**config.mk**
```make
export PLATFORM = sky130hd
export DESIGN_NAME = rd_req_arbiter
export DESIGN_NICKNAME = d
export VERILOG_FILES = /design/src/rtl/rd_req_arbiter.sv
export SDC_FILE = /design/constraint.sdc
export NUM_CORES = 1
export LEC_CHECK = 0
export CORE_AREA = 2 2 514 516
export CTS_CLUSTER_SIZE = 12
export DETAILED_ROUTE_END_ITERATION = 10
export DIE_AREA = 0 0 516 518
export PLACE_DENSITY = 0.3
export SETUP_SLACK_MARGIN = 0.4
export SLEW_MARGIN = 20
export SYNTH_ARGS = -nofsm -noshare
export SYNTH_HDL_FRONTEND = slang
export SYNTH_SLANG_ARGS = --single-unit
```
**constraint.sdc**
```tcl
create_clock -name clk -period 4.7 [get_ports clk]
set_input_delay 0.47 -clock clk [delete_from_list [all_inputs] [get_ports clk]]
set_output_delay 0.47 -clock clk [all_outputs]
set_load 0.03 [all_outputs]
```
**src/rtl/rd_req_arbiter.sv**
```systemverilog
// Round-robin arbiter sharing one 4-line read request channel among NUM_ACCS requesters,
// with per-requester outstanding-line limits, mdata tagging and tag-based response routing.
module rd_req_arbiter #(
  parameter int NUM_ACCS      = 4,
  parameter int ID_W          = 4,
  parameter int ADDR_W        = 48,
  parameter int MAX_OUT_LINES = 64
) (
  input  logic                       clk,
  input  logic                       rst_n,
  input  logic [NUM_ACCS-1:0]        acc_en,
  input  logic [NUM_ACCS-1:0]        acc_req_valid,
  input  logic [NUM_ACCS*ADDR_W-1:0] acc_req_addr,
  output logic [NUM_ACCS-1:0]        acc_req_ready,
  input  logic                       req_rd_available,
  output logic                       req_rd_en,
  output logic [ADDR_W-1:0]          req_rd_addr,
  output logic [15:0]                req_rd_mdata,
  input  logic                       resp_rd_valid,
  input  logic [511:0]               resp_rd_data,
  input  logic [15:0]                resp_rd_mdata,
  output logic [NUM_ACCS-1:0]        acc_resp_valid,
  output logic [511:0]               acc_resp_data,
  output logic [7:0]                 acc_resp_seq,
  output logic                       idle,
  output logic [1:0]                 err
);
  localparam int CW = $clog2(MAX_OUT_LINES + 1);
  localparam int PW = (NUM_ACCS > 1) ? $clog2(NUM_ACCS) : 1;
  // A requester may be granted only while outst <= MAX_OUT_LINES - 4.
  localparam logic [CW:0] LIM = (CW + 1)'(MAX_OUT_LINES - 4);

  logic [CW-1:0]       outst     [NUM_ACCS];
  logic [CW-1:0]       outst_nxt [NUM_ACCS];
  logic [7:0]          seq       [NUM_ACCS];
  logic [PW-1:0]       ptr;
  logic [PW-1:0]       gidx;
  logic [PW-1:0]       scan_idx;
  logic [NUM_ACCS-1:0] elig;
  logic [NUM_ACCS-1:0] resp_hit;
  logic                accept;
  logic [ADDR_W-1:0]   gaddr;
  logic [ID_W-1:0]     rid;
  logic                rid_ok;
  logic                underflow;
  logic                all_zero;
  logic                unused_id_bits;

  assign rid            = resp_rd_mdata[ID_W-1:0];
  assign rid_ok         = int'(rid) < NUM_ACCS;
  assign unused_id_bits = ^resp_rd_mdata[7:ID_W];

  always_comb begin
    for (int i = 0; i < NUM_ACCS; i++) begin
      elig[i] = acc_en[i] & acc_req_valid[i] & req_rd_available & ({1'b0, outst[i]} <= LIM);
    end
  end

  // Scan from the highest offset down so the requester closest to ptr wins.
  always_comb begin
    acc_req_ready = '0;
    gidx          = '0;
    scan_idx      = '0;
    accept        = 1'b0;
    for (int k = NUM_ACCS - 1; k >= 0; k--) begin
      scan_idx = PW'((int'(ptr) + k) % NUM_ACCS);
      if (elig[scan_idx]) begin
        acc_req_ready           = '0;
        acc_req_ready[scan_idx] = 1'b1;
        gidx                    = scan_idx;
        accept                  = 1'b1;
      end
    end
  end

  assign gaddr = acc_req_addr[int'(gidx)*ADDR_W +: ADDR_W];

  always_comb begin
    underflow = 1'b0;
    resp_hit  = '0;
    all_zero  = 1'b1;
    for (int i = 0; i < NUM_ACCS; i++) begin
      outst_nxt[i] = outst[i];
      if (accept && gidx == PW'(i)) outst_nxt[i] = outst_nxt[i] + CW'(4);
      if (resp_rd_valid && rid_ok && rid == ID_W'(i)) begin
        resp_hit[i] = 1'b1;
        if (outst[i] == '0) underflow = 1'b1;
        else outst_nxt[i] = outst_nxt[i] - CW'(1);
      end
      if (outst_nxt[i] != '0) all_zero = 1'b0;
    end
  end

  always_ff @(posedge clk) begin
    if (!rst_n) begin
      req_rd_en      <= 1'b0;
      req_rd_addr    <= '0;
      req_rd_mdata   <= '0;
      acc_resp_valid <= '0;
      acc_resp_data  <= '0;
      acc_resp_seq   <= '0;
      idle           <= 1'b1;
      err            <= '0;
      ptr            <= '0;
      for (int i = 0; i < NUM_ACCS; i++) begin
        outst[i] <= '0;
        seq[i]   <= '0;
      end
    end else begin
      req_rd_en      <= accept;
      acc_resp_valid <= resp_hit;
      idle           <= all_zero & ~accept;
      for (int i = 0; i < NUM_ACCS; i++) outst[i] <= outst_nxt[i];
      if (accept) begin
        req_rd_addr  <= {gaddr[ADDR_W-1:8], 8'h00};
        req_rd_mdata <= {seq[gidx], 8'(gidx)};
        seq[gidx]    <= seq[gidx] + 8'd1;
        ptr          <= (int'(gidx) == NUM_ACCS - 1) ? '0 : gidx + PW'(1);
        if (gaddr[7:0] != 8'h00) err[1] <= 1'b1;
      end
      if (resp_rd_valid && rid_ok) begin
        acc_resp_data <= resp_rd_data;
        acc_resp_seq  <= resp_rd_mdata[15:8];
      end
      if (underflow || (resp_rd_valid && !rid_ok)) err[0] <= 1'b1;
    end
  end
endmodule
```
==> out/metrics.yaml <==
netlist_top_cells_area: "dfxtp_1 (48%), nand2_1 (19%), a21oi_1 (12%), edfxtp_1 (3.8%), clkbuf_1 (3.0%)"
hold_violations: 0
die_h_um: 518
cts_num_sinks: 640
endpoint_kind: "register"
grt_pass1_wl_um: 250000
synth_xor_area_frac: 0.0123
pwr-share-clk: 0.455
fin_crit_ns: 4.22
place_ws_ns: 0.00306
grt_util_met3: 0.0584
synthArstFlopShare: 0
crit_path_start_kind: "register"
syn2layout_area_growth_pct: 80.1
period_share: 0.898
holdWs_ns: 0.264
worstPathCellList: "ha_2 -> a21bo_2 -> o21ai_0 -> mux4_2 -> a221o_1 -> o21a_4 -> inv_4 -> ha_4 -> o41a_1 -> nor4_1 -> or4_4 -> a2111oi_4 -> nand4_1 -> nor4b_2 -> nor4b_2 -> a31o_1"
first_pass_iters: 7
grt_use_total: 0.134
netlist_area_mm2: 0.0256
crit_top_cell: "nor4b_2"
synthFlopType: "dfxtp_1"
max_stage_delay_ns: 0.54
place_hpwl_um: 149000
die-area_mm2: 0.267
fp.dieW_um: 516
ant_nets: 0
wl_per_cell_um: 22.9
worstPathArrival_ns: 4.91
synth_top_family_by_area: "simple AND/OR/NAND/NOR gates"
status: "completed"
grt_pass1_vias: 28300
yosysSeqAreaShare: 0.514
skew_ns: 0.0403
cts_buffers: 94
clk_pin_slew_worst_paths_ns: 0.06
yosysMostFrequentCell: "nand2_1"
cts.hold.buffers_added: 0
synth_edf_count: 32
ctsLongestPathBuffers: 3
setup_violations: 0
gr-max-usage-layer: "met2"
synth_top_area_cell: "dfxtp_1"
synth_seq_cells: 640
critPathKind: "register to register"
place_congestion: 0.855
drtIter0Drc: 1453
ioPinCount: 1328
worst-endpoint-required_ns: 5.39
synth.top_cell.area_share: 0.476
internal_power_uw: 11100
grt_overflow: 0
finalWorstSetupSlack_ns: 0.478
synth-adder-area-share: 0.0127
ctsRootBufferMaster: "clkbuf_16"
seq_power_share: 0.370
insertion_delay_ns: 0.74
yosys_warnings: 0
synthCells: 3315
antenna_found_initial: 99
start_util: 0.0978
p_sw_uw: 4750
synth.distinct_cells: 77
use_met1: 0.144
wirelength_um: 188000
met2_usage: 0.240
tightest_slew_ns: 1.02
yosys-top-cells-count: "nand2_1 (1312), dfxtp_1 (608), a21oi_1 (593)"
rows: 188
rsz0062_at_grt: "true"
drive_gt1_frac: 0.0612
slew_headroom: 0.318
leakage_uw: 0.0155
slew_violations: 0
min_path_type: "input pin to register"
synthMuxAreaShare: 0.0153
drv_cap: 0
avgSynthCellArea_um2: 7.71
fmax_mhz: 237
io_buffer_count: 1309
slowest_stage: "mux4_2"
coreArea_mm2: 0.262
drcViolationCount: 0
synth-simple-area-share: 0.253
power.density_mw_per_mm2: 343
vias_per_cell: 3.45
final_nets: 5326
vdd_ir_drop_max_uv: 261
cts.htree.levels: 3
grt_max_degree: 151
total_power_uw: 15800
cts_tree: "done"
vias: 28200
swShare: 0.300
synth_compound_area_frac: 0.147
crit_fanout: 6
combPwrFrac: 0.175
-- worst paths after layout --
| check | startpoint | endpoint | slack (ns) | cells after the start |
|---|---|---|---|---|
| max | outst[2][3]$_SDFF_PN0_ | idle$_SDFF_PN1_ | 0.48 | 16 |
| min | resp_rd_data[302] | acc_resp_data[302]$_SDFFE_PN0P_ | 0.26 | 3 |
| max reg2reg | outst[2][3]$_SDFF_PN0_ | idle$_SDFF_PN1_ | 0.48 | 16 |
| min reg2reg | err[0]$_SDFFE_PN0P_ | err[0]$_SDFFE_PN0P_ | 0.45 | 2 |
-- stage by stage --
stage | std cells | TNS, ns | cell area [um2] | util
floorplan | 3328 | 0 | 25700 | -
detailed placement | 7986 | 0 | 42900 | 0.164
global placement | 7986 | -0.0142 | 42900 | 0.164
global route | 8160 | 0 | 46000 | 0.176
finish | 8174 | 0 | 46100 | 0.176
CTS | 8156 | 0 | 46000 | 0.176
-- power by group through the flow --
stage,registers (uW),logic [uW],clock network [uW]
finish,5850,2770,7190
global route,5880,2980,7770
CTS,5860,2850,7560
detailed placement,5970,2830,0
global placement,5960,2840,0
floorplan,6310,863,0
-- worst max-delay path: cells and delay by family, from the launching register on --
| kind | cells | cell delay (ns) |
|---|---|---|
| buffers and inverters | 1 | 0.06 |
| adders and majority gates | 2 | 0.45 |
| DFF | 1 | 0.45 |
| muxes | 1 | 0.54 |
| AOI/OAI and AO/OA | 7 | 1.55 |
| and+or+nand+nor | 5 | 1.14 |
-- routing by layer --
metal	vias up	share of wire
met5	-	0.0019
met4	54	0.023
met3	280	0.10
met2	1154	0.49
met1	13300	0.38
li1	13500	-
-- area by class of cell --
type | instances | area [um2]
antenna | 17 | 42.5
clock buffer | 138 | 2700
clock inverter | 32 | 350
fill | 29600 | 216000
inverter | 38 | 153
multi-input combinational | 2401 | 11400
sequential | 640 | 13100
tap | 3515 | 4400
timing repair buffer | 1393 | 13900
-- placed cells by master (no fill, tap or decap), types with 5 or more instances in the layout --
cell type / Yosys / routed
a21oi_1: 593 / 592
a311oi_1: 5 / 5
a31oi_1: 8 / 8
and2_1: 15 / 15
and3_1: 8 / 8
and4b_1: 5 / 5
buf_12: 0 / 11
buf_4: 15 / 74
clkbuf_1: 202 / 27
clkbuf_16: 0 / 95
clkbuf_8: 0 / 16
clkdlybuf4s50_1: 0 / 1305
clkinv_1: 2 / 7
clkinv_2: 0 / 13
conb_1: 1 / 14
dfxtp_1: 608 / 601
dfxtp_2: 0 / 7
diode_2: 0 / 17
edfxtp_1: 32 / 32
ha_1: 26 / 20
inv_1: 33 / 31
mux2i_1: 19 / 19
nand2_1: 1312 / 1311
nand2b_1: 5 / 5
nand3_1: 134 / 134
nand4_1: 8 / 8
nor2_1: 64 / 64
nor3_1: 15 / 15
nor4_1: 13 / 12
o2111ai_1: 7 / 7
o211ai_1: 11 / 11
o21ai_0: 15 / 14
o21ai_1: 4 / 5
xnor2_1: 26 / 26
xor2_1: 10 / 10
-- flip-flops by register name (all words and copies together), names as in the netlist --
signal          cells
acc_resp_data     512
acc_resp_seq        8
acc_resp_valid      4
err                 2
idle                1
outst              28
ptr                 2
req_rd_addr        40
req_rd_en           1
req_rd_mdata       10
seq                32
-- kinds of logic (layout without fill, tap and decap cells) --
| logic type | count (synthesis) | in the layout |
|---|---|---|
| and+or+nand+nor | 1602 | 1602 |
| muxes | 31 | 31 |
| AOI/OAI and AO/OA | 692 | 692 |
| buffers and inverters | 287 | 1601 |
| DFF | 640 | 640 |
| other | 1 | 31 |
| adders and majority gates | 26 | 26 |
| xor gates and xnor gates | 36 | 36 |
-- repair_timing --
item / 4_1_cts / 5_1_grt
endpoints found under the setup margin: 4 / 8
setup buffers: 0 / 1
hold endpoints to repair: 0 / 0
resized for setup: 5 / 10
No activity file was read; power rests on OpenSTA's default activity.
